File: config.mk
export PLATFORM = sky130hd
export DESIGN_NAME = difftest_vec_v0_wb_collector_flat
export DESIGN_NICKNAME = d
export VERILOG_FILES = /design/src/rtl/difftest_vec_v0_wb_collector_if.sv /design/src/rtl/difftest_vec_v0_wb_collector.sv /design/src/flat_wrapper.sv
export SDC_FILE = /design/constraint.sdc
export NUM_CORES = 1
export LEC_CHECK = 0
export BUFFER_PORTS_ARGS = -buffer_cell sky130_fd_sc_hd__buf_2
export CAP_MARGIN = 10
export CORE_ASPECT_RATIO = 1.25
export CORE_MARGIN = 3
export CORE_UTILIZATION = 40
export CTS_BUF_LIST = sky130_fd_sc_hd__clkbuf_8
export CTS_CLUSTER_DIAMETER = 50
export DETAILED_ROUTE_END_ITERATION = 10
export PLACE_DENSITY = 0.54
export SLEW_MARGIN = 5
export SYNTH_ARGS = -nofsm -noshare
export SYNTH_HDL_FRONTEND = slang
export SYNTH_SLANG_ARGS = --single-unit
File: constraint.sdc
create_clock -name clock -period 4 [get_ports clock]
set_clock_uncertainty 0.15 [all_clocks]
set_input_delay 0.6 -clock clock [delete_from_list [all_inputs] [get_ports clock]]
set_output_delay 0.6 -clock clock [all_outputs]
set_load 0.005 [all_outputs]
File: src/rtl/difftest_vec_v0_wb_collector_if.sv
// Writeback beat bus into the v0 collector and the merged record bus out to the DPI sink.
interface difftest_vec_v0_wb_collector_if;
  logic        io_in_valid;
  logic        io_in_half;
  logic        io_in_last;
  logic [4:0]  io_in_address;
  logic [63:0] io_in_data;
  logic [7:0]  io_coreid;
  logic        io_out_enable;
  logic        io_out_valid;
  logic [4:0]  io_out_address;
  logic [63:0] io_out_data_0;
  logic [63:0] io_out_data_1;
  logic [7:0]  io_out_coreid;
  logic        io_err_addr;
  logic        io_err_timeout;

  modport master (
    output io_in_valid, io_in_half, io_in_last, io_in_address, io_in_data, io_coreid,
    input  io_out_enable, io_out_valid, io_out_address, io_out_data_0, io_out_data_1,
           io_out_coreid, io_err_addr, io_err_timeout
  );

  modport slave (
    input  io_in_valid, io_in_half, io_in_last, io_in_address, io_in_data, io_coreid,
    output io_out_enable, io_out_valid, io_out_address, io_out_data_0, io_out_data_1,
           io_out_coreid, io_err_addr, io_err_timeout
  );
endinterface

File: src/rtl/difftest_vec_v0_wb_collector.sv
// Merges 64-bit half writebacks of v0 into 128-bit records, fills unwritten halves
// from a shadow of the last emitted record, and delays each record by DELAY cycles.
module difftest_vec_v0_wb_collector #(
  parameter int unsigned DELAY   = 1,
  parameter int unsigned TIMEOUT = 16
) (
  input  logic                           clock,
  input  logic                           reset,
  difftest_vec_v0_wb_collector_if.slave  bus
);

  typedef enum logic {IDLE, PARTIAL} state_t;

  localparam logic [7:0] TO_LAST = 8'(TIMEOUT - 1);

  state_t       state, state_nxt;
  logic         cap_half, cap_half_nxt;
  logic [4:0]   cap_addr, cap_addr_nxt;
  logic [63:0]  cap_data, cap_data_nxt;
  logic [7:0]   idle_cnt, idle_cnt_nxt;
  logic [127:0] shadow;

  logic         emit;
  logic [4:0]   emit_addr;
  logic [127:0] emit_data;
  logic         set_err_addr, set_err_timeout;
  logic         err_addr, err_timeout;
  logic         fresh;

  logic [DELAY-1:0]        dl_valid;
  logic [DELAY-1:0][4:0]   dl_addr;
  logic [DELAY-1:0][127:0] dl_data;
  logic [DELAY-1:0][7:0]   dl_core;

  function automatic logic [127:0] place(input logic [127:0] base, input logic half,
                                         input logic [63:0] d);
    logic [127:0] r;
    r = base;
    if (half) r[127:64] = d;
    else      r[63:0]   = d;
    return r;
  endfunction

  // Beat handling, merge/fill decisions and the PARTIAL idle timeout.
  // An address mismatch in PARTIAL drops the capture and reuses the IDLE path.
  always_comb begin
    state_nxt       = state;
    cap_half_nxt    = cap_half;
    cap_addr_nxt    = cap_addr;
    cap_data_nxt    = cap_data;
    idle_cnt_nxt    = idle_cnt;
    emit            = 1'b0;
    emit_addr       = bus.io_in_address;
    emit_data       = shadow;
    set_err_addr    = 1'b0;
    set_err_timeout = 1'b0;
    fresh           = (state == IDLE) || (bus.io_in_address != cap_addr);

    if (bus.io_in_valid) begin
      idle_cnt_nxt = '0;
      if (state == PARTIAL && bus.io_in_address != cap_addr) set_err_addr = 1'b1;
      if (fresh) begin
        if (bus.io_in_last) begin
          emit      = 1'b1;
          emit_data = place(shadow, bus.io_in_half, bus.io_in_data);
          state_nxt = IDLE;
        end else begin
          cap_half_nxt = bus.io_in_half;
          cap_addr_nxt = bus.io_in_address;
          cap_data_nxt = bus.io_in_data;
          state_nxt    = PARTIAL;
        end
      end else if (bus.io_in_half != cap_half) begin
        emit      = 1'b1;
        emit_data = place(place(shadow, cap_half, cap_data), bus.io_in_half, bus.io_in_data);
        state_nxt = IDLE;
      end else begin
        cap_data_nxt = bus.io_in_data;
        if (bus.io_in_last) begin
          emit      = 1'b1;
          emit_data = place(shadow, bus.io_in_half, bus.io_in_data);
          state_nxt = IDLE;
        end
      end
    end else if (state == PARTIAL) begin
      if (idle_cnt == TO_LAST) begin
        emit            = 1'b1;
        emit_addr       = cap_addr;
        emit_data       = place(shadow, cap_half, cap_data);
        set_err_timeout = 1'b1;
        state_nxt       = IDLE;
      end else begin
        idle_cnt_nxt = idle_cnt + 8'd1;
      end
    end
  end

  // FSM, capture registers, shadow copy and sticky error flags.
  always_ff @(posedge clock) begin
    if (reset) begin
      state       <= IDLE;
      cap_half    <= 1'b0;
      cap_addr    <= '0;
      cap_data    <= '0;
      idle_cnt    <= '0;
      shadow      <= '0;
      err_addr    <= 1'b0;
      err_timeout <= 1'b0;
    end else begin
      state       <= state_nxt;
      cap_half    <= cap_half_nxt;
      cap_addr    <= cap_addr_nxt;
      cap_data    <= cap_data_nxt;
      idle_cnt    <= idle_cnt_nxt;
      if (emit) shadow <= emit_data;
      err_addr    <= err_addr | set_err_addr;
      err_timeout <= err_timeout | set_err_timeout;
    end
  end

  // Fixed-latency delay line; empty stages carry all-zero records.
  always_ff @(posedge clock) begin
    if (reset) begin
      dl_valid <= '0;
      dl_addr  <= '0;
      dl_data  <= '0;
      dl_core  <= '0;
    end else begin
      dl_valid[0] <= emit;
      dl_addr[0]  <= emit ? emit_addr : '0;
      dl_data[0]  <= emit ? emit_data : '0;
      dl_core[0]  <= emit ? bus.io_coreid : '0;
      for (int unsigned i = 1; i < DELAY; i++) begin
        dl_valid[i] <= dl_valid[i-1];
        dl_addr[i]  <= dl_addr[i-1];
        dl_data[i]  <= dl_data[i-1];
        dl_core[i]  <= dl_core[i-1];
      end
    end
  end

  assign bus.io_out_enable  = dl_valid[DELAY-1];
  assign bus.io_out_valid   = dl_valid[DELAY-1];
  assign bus.io_out_address = dl_addr[DELAY-1];
  assign bus.io_out_data_0  = dl_data[DELAY-1][63:0];
  assign bus.io_out_data_1  = dl_data[DELAY-1][127:64];
  assign bus.io_out_coreid  = dl_core[DELAY-1];
  assign bus.io_err_addr    = err_addr;
  assign bus.io_err_timeout = err_timeout;

endmodule

File: src/flat_wrapper.sv
// flat-port wrapper written by rule: the top's interface ports become plain ports
module difftest_vec_v0_wb_collector_flat 
#(
  parameter int unsigned DELAY   = 1,
  parameter int unsigned TIMEOUT = 16
)
  (clock, reset, bus_io_in_valid, bus_io_in_half, bus_io_in_last, bus_io_in_address, bus_io_in_data, bus_io_coreid, bus_io_out_enable, bus_io_out_valid, bus_io_out_address, bus_io_out_data_0, bus_io_out_data_1, bus_io_out_coreid, bus_io_err_addr, bus_io_err_timeout);
  difftest_vec_v0_wb_collector_if bus_i ();
  input  logic clock;
  input  logic reset;
  input wire logic [$bits(bus_i.io_in_valid)-1:0] bus_io_in_valid;
  input wire logic [$bits(bus_i.io_in_half)-1:0] bus_io_in_half;
  input wire logic [$bits(bus_i.io_in_last)-1:0] bus_io_in_last;
  input wire logic [$bits(bus_i.io_in_address)-1:0] bus_io_in_address;
  input wire logic [$bits(bus_i.io_in_data)-1:0] bus_io_in_data;
  input wire logic [$bits(bus_i.io_coreid)-1:0] bus_io_coreid;
  output wire logic [$bits(bus_i.io_out_enable)-1:0] bus_io_out_enable;
  output wire logic [$bits(bus_i.io_out_valid)-1:0] bus_io_out_valid;
  output wire logic [$bits(bus_i.io_out_address)-1:0] bus_io_out_address;
  output wire logic [$bits(bus_i.io_out_data_0)-1:0] bus_io_out_data_0;
  output wire logic [$bits(bus_i.io_out_data_1)-1:0] bus_io_out_data_1;
  output wire logic [$bits(bus_i.io_out_coreid)-1:0] bus_io_out_coreid;
  output wire logic [$bits(bus_i.io_err_addr)-1:0] bus_io_err_addr;
  output wire logic [$bits(bus_i.io_err_timeout)-1:0] bus_io_err_timeout;
  assign bus_i.io_in_valid = bus_io_in_valid;
  assign bus_i.io_in_half = bus_io_in_half;
  assign bus_i.io_in_last = bus_io_in_last;
  assign bus_i.io_in_address = bus_io_in_address;
  assign bus_i.io_in_data = bus_io_in_data;
  assign bus_i.io_coreid = bus_io_coreid;
  assign bus_io_out_enable = bus_i.io_out_enable;
  assign bus_io_out_valid = bus_i.io_out_valid;
  assign bus_io_out_address = bus_i.io_out_address;
  assign bus_io_out_data_0 = bus_i.io_out_data_0;
  assign bus_io_out_data_1 = bus_i.io_out_data_1;
  assign bus_io_out_coreid = bus_i.io_out_coreid;
  assign bus_io_err_addr = bus_i.io_err_addr;
  assign bus_io_err_timeout = bus_i.io_err_timeout;
  difftest_vec_v0_wb_collector #(.DELAY(DELAY), .TIMEOUT(TIMEOUT)) u_core (.clock(clock), .reset(reset), .bus(bus_i));
endmodule
==> results of run 1 <==
## worst max-delay path, stage by stage (launching register included)
cell,delay [ns]
sky130_fd_sc_hd__dfxtp_1,0.39
sky130_fd_sc_hd__ha_1,0.21
sky130_fd_sc_hd__and4_1,0.46
sky130_fd_sc_hd__a21oi_2,0.20
sky130_fd_sc_hd__o21ai_4,0.83
sky130_fd_sc_hd__buf_4,0.48
sky130_fd_sc_hd__o32ai_1,0.13
sky130_fd_sc_hd__a21o_1,0.20
## cell families (layout without fill, tap and decap cells)
kind of cell    Yosys count  count (layout)  synth area share (%)
compound gates          504             504                  19.7
xor+xnor                 15              15                 0.707
fa+ha+maj                 1               1                0.0604
buf+inv                 361             528                  7.81
flops                   351             351                  33.9
mux                     252             252                  19.8
other cells               0               7                     0
simple gates            691             691                  18.0
## sequential cells by signal, indices dropped and copies added, names as in the netlist
| name | cells |
|---|---|
| u_core.cap_data | 64 |
| u_core.state | 1 |
| u_core.bus.io_err_timeout | 1 |
| u_core.bus.io_out_coreid | 8 |
| u_core.cap_half | 1 |
| u_core.shadow | 128 |
| u_core.cap_addr | 5 |
| u_core.dl_data | 128 |
| u_core.bus.io_out_enable | 1 |
| u_core.bus.io_err_addr | 1 |
| u_core.bus.io_out_address | 5 |
| u_core.idle_cnt | 8 |
## power groups by stage
stage | clock (uW) | combinational [uW] | sequential, uW
after floorplan | 0 | 859 | 3800
after global placement | 0 | 1220 | 3830
after detailed placement | 0 | 1240 | 3840
after CTS | 3870 | 1250 | 3770
after global routing | 4000 | 1350 | 3790
final | 3740 | 1250 | 3770
## routing by layer
metal	vias up	share of wire, %
met5	-	0.047
met2	754	48
li1	8478	-
met4	6	3.2
met1	9296	42
met3	167	6.3
## metrics by stage
stage          cell area, um2  worst slack (ns)  utilization, %  std cells  hold slack (ns)
2_1_floorplan           20700              1.53               -       2175            0.306
3_3_place_gp            22200             0.874            43.7       2877            0.307
3_5_place_dp            22200             0.815            43.7       2877            0.308
4_1_cts                 23600             0.878            46.5       3000          0.00133
5_1_grt                 23600             0.743            46.6       3005           0.0296
6_report                23600             0.839            46.6       3007           0.0707
## path summary, 6_finish.rpt
path                                   from                     endpoint  slack [ns]  depth (start not counted)
hold reg to reg   u_core.bus.io_err_timeout    u_core.bus.io_err_timeout        0.31                          2
setup reg to reg         u_core.idle_cnt[0]            u_core.shadow[28]        0.84                          7
setup / recovery         u_core.idle_cnt[0]            u_core.shadow[28]        0.84                          7
hold / removal             bus_io_coreid[6]  u_core.bus.io_out_coreid[6]        0.07                          2
## cell type report
cell class	count	area share (%)
sequential	351	29.7
multi-input combinational	1463	51.6
clock buffer	85	4.95
antenna	7	0.0741
inverter	133	2.15
timing repair buffer	278	7.11
tap	658	3.48
clock inverter	32	0.900
## layout by cell type, fill, tap and decap left out, types with 5 or more instances in the layout
master and count:
sky130_fd_sc_hd__o221ai_2 6, sky130_fd_sc_hd__o22a_1 79, sky130_fd_sc_hd__dlygate4sd3_1 6, sky130_fd_sc_hd__or3_1 158
sky130_fd_sc_hd__buf_2 223, sky130_fd_sc_hd__or2_0 34, sky130_fd_sc_hd__xnor2_1 8, sky130_fd_sc_hd__a211oi_1 50
sky130_fd_sc_hd__buf_12 11, sky130_fd_sc_hd__o32ai_1 96, sky130_fd_sc_hd__o221ai_1 73, sky130_fd_sc_hd__a21oi_2 36
sky130_fd_sc_hd__inv_1 149, sky130_fd_sc_hd__buf_4 38, sky130_fd_sc_hd__mux4_2 126, sky130_fd_sc_hd__clkinv_2 8
sky130_fd_sc_hd__or2_2 38, sky130_fd_sc_hd__nand2_1 140, sky130_fd_sc_hd__clkbuf_8 85, sky130_fd_sc_hd__o21a_1 48
sky130_fd_sc_hd__a21o_1 48, sky130_fd_sc_hd__xor2_1 5, sky130_fd_sc_hd__and3_1 10, sky130_fd_sc_hd__dfxtp_1 350
sky130_fd_sc_hd__diode_2 7, sky130_fd_sc_hd__mux2i_1 126, sky130_fd_sc_hd__a21oi_1 47, sky130_fd_sc_hd__nand3_1 83
sky130_fd_sc_hd__or2_1 55, sky130_fd_sc_hd__nor2_1 70, sky130_fd_sc_hd__nand4_1 79
==> qor.txt, run 1 <==
OUTCOME
---------------------------------------------------------------------------------
Result of the run                                                    finished, final reports clean

DETAILED ROUTING
---------------------------------------------------------------------------------
Number of optimization iterations in the first detailed-route pass              5
Drt initial violations                                                      1,624
Vias after detailed routing                                                18,700
Wire length reported by the detailed router                               73.0 mm
DRT antenna net count                                                           0
Drt drc                                                                         0
Wire length per cell                                                      24.3 um
Number of vias per cell                                                      6.22

SETUP PATH
---------------------------------------------------------------------------------
Critical path fanouts, max                                                     28
Critical path class                                                    reg -> reg
Required arrival time at the worst endpoint                               4.40 ns
Worst path arrival time                                                   3.56 ns
Startpoint kind of the worst setup timing path                               flop
Worst Setup End Kind                                                         flop

STA
---------------------------------------------------------------------------------
Period utilisation layout                                                   79.0%
Final period demand of the worst path                                     3.16 ns
Worst relative slew slack                                                   23.5%
Number of endpoints with negative hold slack in the final report                0
F_max                                                                   0.316 GHz
Setup TNS after final layout                                                 0 ns
Unrepaired setup endpoints after global routing                                no
Worst Max-Slew Pin Slew                                                   1.15 ns
Count of endpoints failing setup in the final report                            0
Slew Viols, Final                                                               0

LOGIC SYNTHESIS
---------------------------------------------------------------------------------
Average cell area after synthesis                                        9.52 um2
Net count after synthesis                                                   2,258
Proportion of synthesized chip area in sequential cells                     33.9%
Total standard cell area after synthesis                               20,700 um2
Primary FF master, synth                                             sky130_fd_sc_hd__dfxtp_1
Gate count after technology mapping                                         2,175
Leading area contributor after synthesis                             sky130_fd_sc_hd__dfxtp_1
Top cells by area, synth                                             sky130_fd_sc_hd__dfxtp_1 (34%), sky130_fd_sc_hd__mux4_2 (14%), sky130_fd_sc_hd__mux2i_1 (6.1%)
Warnings, synthesis                                                             0
Top cells by instance count after synthesis                          sky130_fd_sc_hd__dfxtp_1 (351), sky130_fd_sc_hd__or3_1 (159), sky130_fd_sc_hd__nand2_1 (142)
Synthesized flop and latch total                                              351
Unique masters post-synth                                                      59
Top-count cell post-synth                                            sky130_fd_sc_hd__dfxtp_1
Fraction of post-synthesis cell area in the top cell type by area           33.9%
Fraction of synthesis flops using an asynchronous set or reset pin             0%
Count of flip-flops with a built-in enable after synthesis                      0

GLOBAL ROUTE
---------------------------------------------------------------------------------
Wire length of the first global-routing pass                               112 mm
M1 GR Usage                                                                 33.5%
GR Util All Layers                                                          25.9%
Met3 track demand over resource                                             4.16%
Via count of the first global-routing pass                                 19,000
Layer with the highest usage after global routing                            met2
Global Route met2 Usage                                                     43.2%
Number of antenna violations at the first check in global routing              11
Grt total ovfl                                                                  0
Maximum number of pins on one net before global-route repair                  129

FLOORPLANNING
---------------------------------------------------------------------------------
Area of the core                                                       50,800 um2
X dimension of the die                                                     210 um
Initial Util                                                                40.8%
Die Y                                                                      260 um
Count of standard-cell rows                                                    92
Die area                                                               54,500 um2
Num ports                                                                     227

PLACED DESIGN
---------------------------------------------------------------------------------
Placer Congestion                                                           0.797
DPL Wire Length                                                           41.4 mm
Buffers on Ports                                                              226

POWER AND IR DROP
---------------------------------------------------------------------------------
Power density normalized to cell area                                  371 nW/um2
IR drop worst, VDD                                                     0.000193 V
Net switching power of the design                                         2500 uW
Sequential group share of total power                                       43.0%
Comb pwr share                                                              14.3%
Static Leak                                                            0.00871 uW
Clock network fraction of design power                                      42.7%
Internal power                                                            6270 uW
Overall Power                                                             8770 uW
Net switching share of the total power                                      28.5%

CLOCK TREE
---------------------------------------------------------------------------------
CTS tree                                                                     done
Number of buffers created by CTS                                               67
Post-CTS repair timing setup buffer count                                       0
H-tree lvl count                                                                3
Insertion delay of the later-clocked pin in the worst-skew pair           0.64 ns
Number of buffers between clock root and the deepest sink                       3
Number of hold-repair buffers added at the cts stage                            6
Number of gates given a new drive strength after cts                            0
Clock-pin slew on the worst setup and hold paths                          0.06 ns
Clock sink count                                                              351
Clock Tree Root                                                      sky130_fd_sc_hd__clkbuf_8

FINISH
---------------------------------------------------------------------------------
Final #Nets                                                                 2,377
Register area                                                            7030 um2
Combined area of the multi-input logic cells                           12,200 um2
P&R area growth vs syn                                                      14.2%
Layout fillers                                                              4,828
Fraction of final layout cells with drive strength greater than 1           25.8%

FLOW RUN
---------------------------------------------------------------------------------
Max-cap violations                                                              0

HOLD PATH
---------------------------------------------------------------------------------
Kind of path behind the tightest hold check                             in -> reg

(Power assumes the default switching activity.)
==> run 2: changes to the inputs <==
==> constraint.sdc (replaced) <==
create_clock -name clock -period 3.1 [get_ports clock]
set_clock_uncertainty 0.15 [all_clocks]
set_input_delay 0.465 -clock clock [delete_from_list [all_inputs] [get_ports clock]]
set_output_delay 0.465 -clock clock [all_outputs]
set_load 0.005 [all_outputs]
==> qor.txt, run 2 (synthesis gave the netlist of run 1 again) <==
STA
------------------------------------------------------------------------------------
Worst relative slew slack                                                      25.5%   +2.1 points
F_max                                                                      0.363 GHz
Setup TNS after final layout                                                    0 ns   unchanged
Number of endpoints with negative hold slack in the final report                   0   unchanged
Slew Viols, Final                                                                  0   unchanged
Minimum setup slack in the final design                                     0.346 ns   -0.493 ns
Worst Max-Slew Pin Slew                                                      1.12 ns   -0.0311 ns
Count of endpoints failing setup in the final report                               0   unchanged
Period utilisation layout                                                      88.8%
Unrepaired setup endpoints after global routing                                   no
Final period demand of the worst path                                        2.75 ns

HOLD PATH
------------------------------------------------------------------------------------
Hold Startpoint                                                         bus_io_in_valid
Kind of path behind the tightest hold check                                in -> reg
Endpoint of the worst hold-timing path                                  u_core.bus.io_err_addr
Hold Path Depth                                                                    5   +3

POWER AND IR DROP
------------------------------------------------------------------------------------
Comb pwr share                                                                 15.6%   +1.3 points
IR drop worst, VDD                                                        0.000263 V   +36%
Internal power                                                               7980 uW   +27%
Net switching share of the total power                                         29.4%   +0.86 points
Clock network fraction of design power                                         41.4%   -1.3 points
Net switching power of the design                                            3320 uW   +33%
Sequential group share of total power                                          43.0%   about the same
Power density normalized to cell area                                     456 nW/um2   +23%
Static Leak                                                               0.00922 uW   +5.8%

GLOBAL ROUTE
------------------------------------------------------------------------------------
M1 GR Usage                                                                    34.5%   +1.1 points
Maximum number of pins on one net before global-route repair                      80   -38%
Grt total ovfl                                                                     0   unchanged
Layer with the highest usage after global routing                               met2
GR Util All Layers                                                             27.0%   +1.0 points
Number of antenna violations at the first check in global routing                  5   -6
Via count of the first global-routing pass                                    19,600   +3.4%
Met3 track demand over resource                                                4.38%   +0.22 points
Global Route met2 Usage                                                        45.6%   +2.5 points
Wire length of the first global-routing pass                                  117 mm   +3.8%

SETUP PATH
------------------------------------------------------------------------------------
Required arrival time at the worst endpoint                                  3.47 ns   -0.93 ns
Capturing point of the worst reg2reg path                               u_core.shadow[88]
Worst Setup End Kind                                                            flop
Worst R2R Start                                                         u_core.idle_cnt[0]
Critical path class                                                        in -> reg
Largest delay contributor family on the critical path                   buffers and inverters
Ordered cell list for the critical path                                 dlygate4sd3_1 -> buf_2 -> xnor2_1 -> nand3_4 -> buf_4 -> o21ai_0 -> buf_4 -> mux2i_1 -> nor2_1 -> dlygate4sd3_1
Number of cell instances on the worst register-to-register path                    8   +1
Critical path fanouts, max                                                        18   -36%
Cell at the slowest stage of the critical path                          sky130_fd_sc_hd__dlygate4sd3_1
Count of buffering cells on the critical path with inverters included              5   +4
Worst path arrival time                                                      3.12 ns   -0.44 ns
Startpoint kind of the worst setup timing path                          primary input
Reg-to-reg setup timing slack                                                0.36 ns   -0.48 ns
Largest stage delay, worst path                                              0.56 ns   -0.27 ns

CLOCK TREE
------------------------------------------------------------------------------------
CTS tree                                                                        done
H-tree lvl count                                                                   3   unchanged
Insertion delay of the later-clocked pin in the worst-skew pair              0.64 ns   about the same
Number of gates given a new drive strength after cts                               0   unchanged
Clock sink count                                                                 351   unchanged
Clock-pin slew on the worst setup and hold paths                             0.06 ns   about the same
Post-CTS repair timing setup buffer count                                          0   unchanged
Clock Tree Root                                                         sky130_fd_sc_hd__clkbuf_8
Number of buffers between clock root and the deepest sink                          3   unchanged
Number of buffers created by CTS                                                  68   +1.5%

FINISH
------------------------------------------------------------------------------------
Most common cell after layout, fill and taps aside                      sky130_fd_sc_hd__dfxtp_1
Most frequent cells in the layout                                       sky130_fd_sc_hd__dfxtp_1 (350), sky130_fd_sc_hd__buf_2 (223), sky130_fd_sc_hd__or3_1 (158)
Post-Layout Inst Area                                                     24,800 um2   +4.9%
Fraction of final layout cells with drive strength greater than 1              25.7%   -0.11 points
Regs by FF count                                                        u_core.dl_data (128), u_core.shadow (128), u_core.cap_data (64)
Final #Nets                                                                    2,476   +4.2%
P&R area growth vs syn                                                         19.8%
Final cell utilization of the core                                             48.9%   +2.3 points

FLOORPLANNING
------------------------------------------------------------------------------------
Die Y                                                                         260 um   unchanged
Num ports                                                                        227   unchanged
Initial Util                                                                   40.8%   unchanged
X dimension of the die                                                        210 um   unchanged
Die area                                                                  54,500 um2   unchanged
Area of the core                                                          50,800 um2   unchanged
Count of standard-cell rows                                                       92   unchanged

DETAILED ROUTING
------------------------------------------------------------------------------------
Drt drc                                                                            0   unchanged
Number of optimization iterations in the first detailed-route pass                 5   unchanged
Wire length reported by the detailed router                                  75.8 mm   +3.9%
Drt initial violations                                                         1,753   +7.9%
Wire length per cell                                                         24.4 um   +0.60%
DRT antenna net count                                                              0   unchanged
Vias after detailed routing                                                   19,400   +3.9%
Number of vias per cell                                                         6.26   +0.60%

PLACED DESIGN
------------------------------------------------------------------------------------
DPL Wire Length                                                              44.0 mm   +6.2%
Placed instance area                                                      22,700 um2   +2.2%
Worst setup slack before clock tree synthesis                               0.324 ns   -0.491 ns
Buffers on Ports                                                                 226   unchanged
Placer Congestion                                                              0.775   -2.9%

OUTCOME
------------------------------------------------------------------------------------
Result of the run                                                       finished, final reports clean

FLOW RUN
------------------------------------------------------------------------------------
Max-cap violations                                                                 0   unchanged

==> run 2: cell types whose count changed in the layout (fill, tap and decap cells not counted), sizes merged <==
cell         previous run  this run
diode                   7         5
buf                   272       296
bufinv                  3         1
clkinvlp                1         5
clkinv                  8         6
clkbuf                 85        83
dlygate4sd3             6        80
inv                   153       157
==> run 2: final cells by class <==
cell class	count	area, um2
inverter	133	509
fill	4827	26000
sequential	351	7030
multi-input combinational	1463	12200
clock inverter	36	193
clock buffer	83	1140
tap	658	823
antenna	5	12.5
timing repair buffer	376	2900
==> run 2: worst max-delay path by stage <==
stage | slack [ns] | start | cells after the start | endpoint
finish | 0.35 | bus_io_in_address[4] | 10 | u_core.cap_addr[0]
global route | 0.18 | u_core.idle_cnt[0] | 8 | u_core.shadow[98]
CTS | 0.36 | u_core.idle_cnt[0] | 8 | u_core.shadow[16]
detailed placement | 0.32 | bus_io_in_address[4] | 8 | u_core.dl_data[14]
global placement | 0.36 | bus_io_in_address[4] | 7 | u_core.cap_data[33]
floorplan | 0.76 | bus_io_in_half | 7 | u_core.shadow[123]
==> run 2: repair_timing <==
item | CTS | global route
endpoints found under the setup margin | 0 | 0
hold endpoints to repair | 85 | 0
hold buffers | 80 | 0
==> run 2: tightest hold or removal path: cells and delay by family <==
| kind | cells | cell delay (ns) |
|---|---|---|
| and+or+nand+nor | 3 | 0.25 |
| buffers and inverters | 1 | 0.18 |
| AOI/OAI and AO/OA | 1 | 0.06 |
==> run 2: per-layer routing <==
metal  routed length (um)  vias to the layer above
met3                 5120                      151
met2                36900                      859
met4                 2230                        0
met1                31600                     9765
li1                     -                     8651
met5                    0                        -
==> run 2: stage by stage <==
stage	total power, uW	hold WS, ns	cells
global route	11800	0.248	3105
global placement	6570	0.304	2901
detailed placement	6620	0.309	2901
floorplan	6010	0.306	2175
finish	11300	0.228	3105
CTS	11400	0.156	3100
==> run 2: power by group through the flow <==
stage / Sequential [uW] / Clock, uW / Combinational, uW
finish: 4860 / 4680 / 1760
global route: 4880 / 4990 / 1900
global placement: 4940 / 0 / 1630
detailed placement: 4950 / 0 / 1670
floorplan: 4900 / 0 / 1110
CTS: 4860 / 4800 / 1760
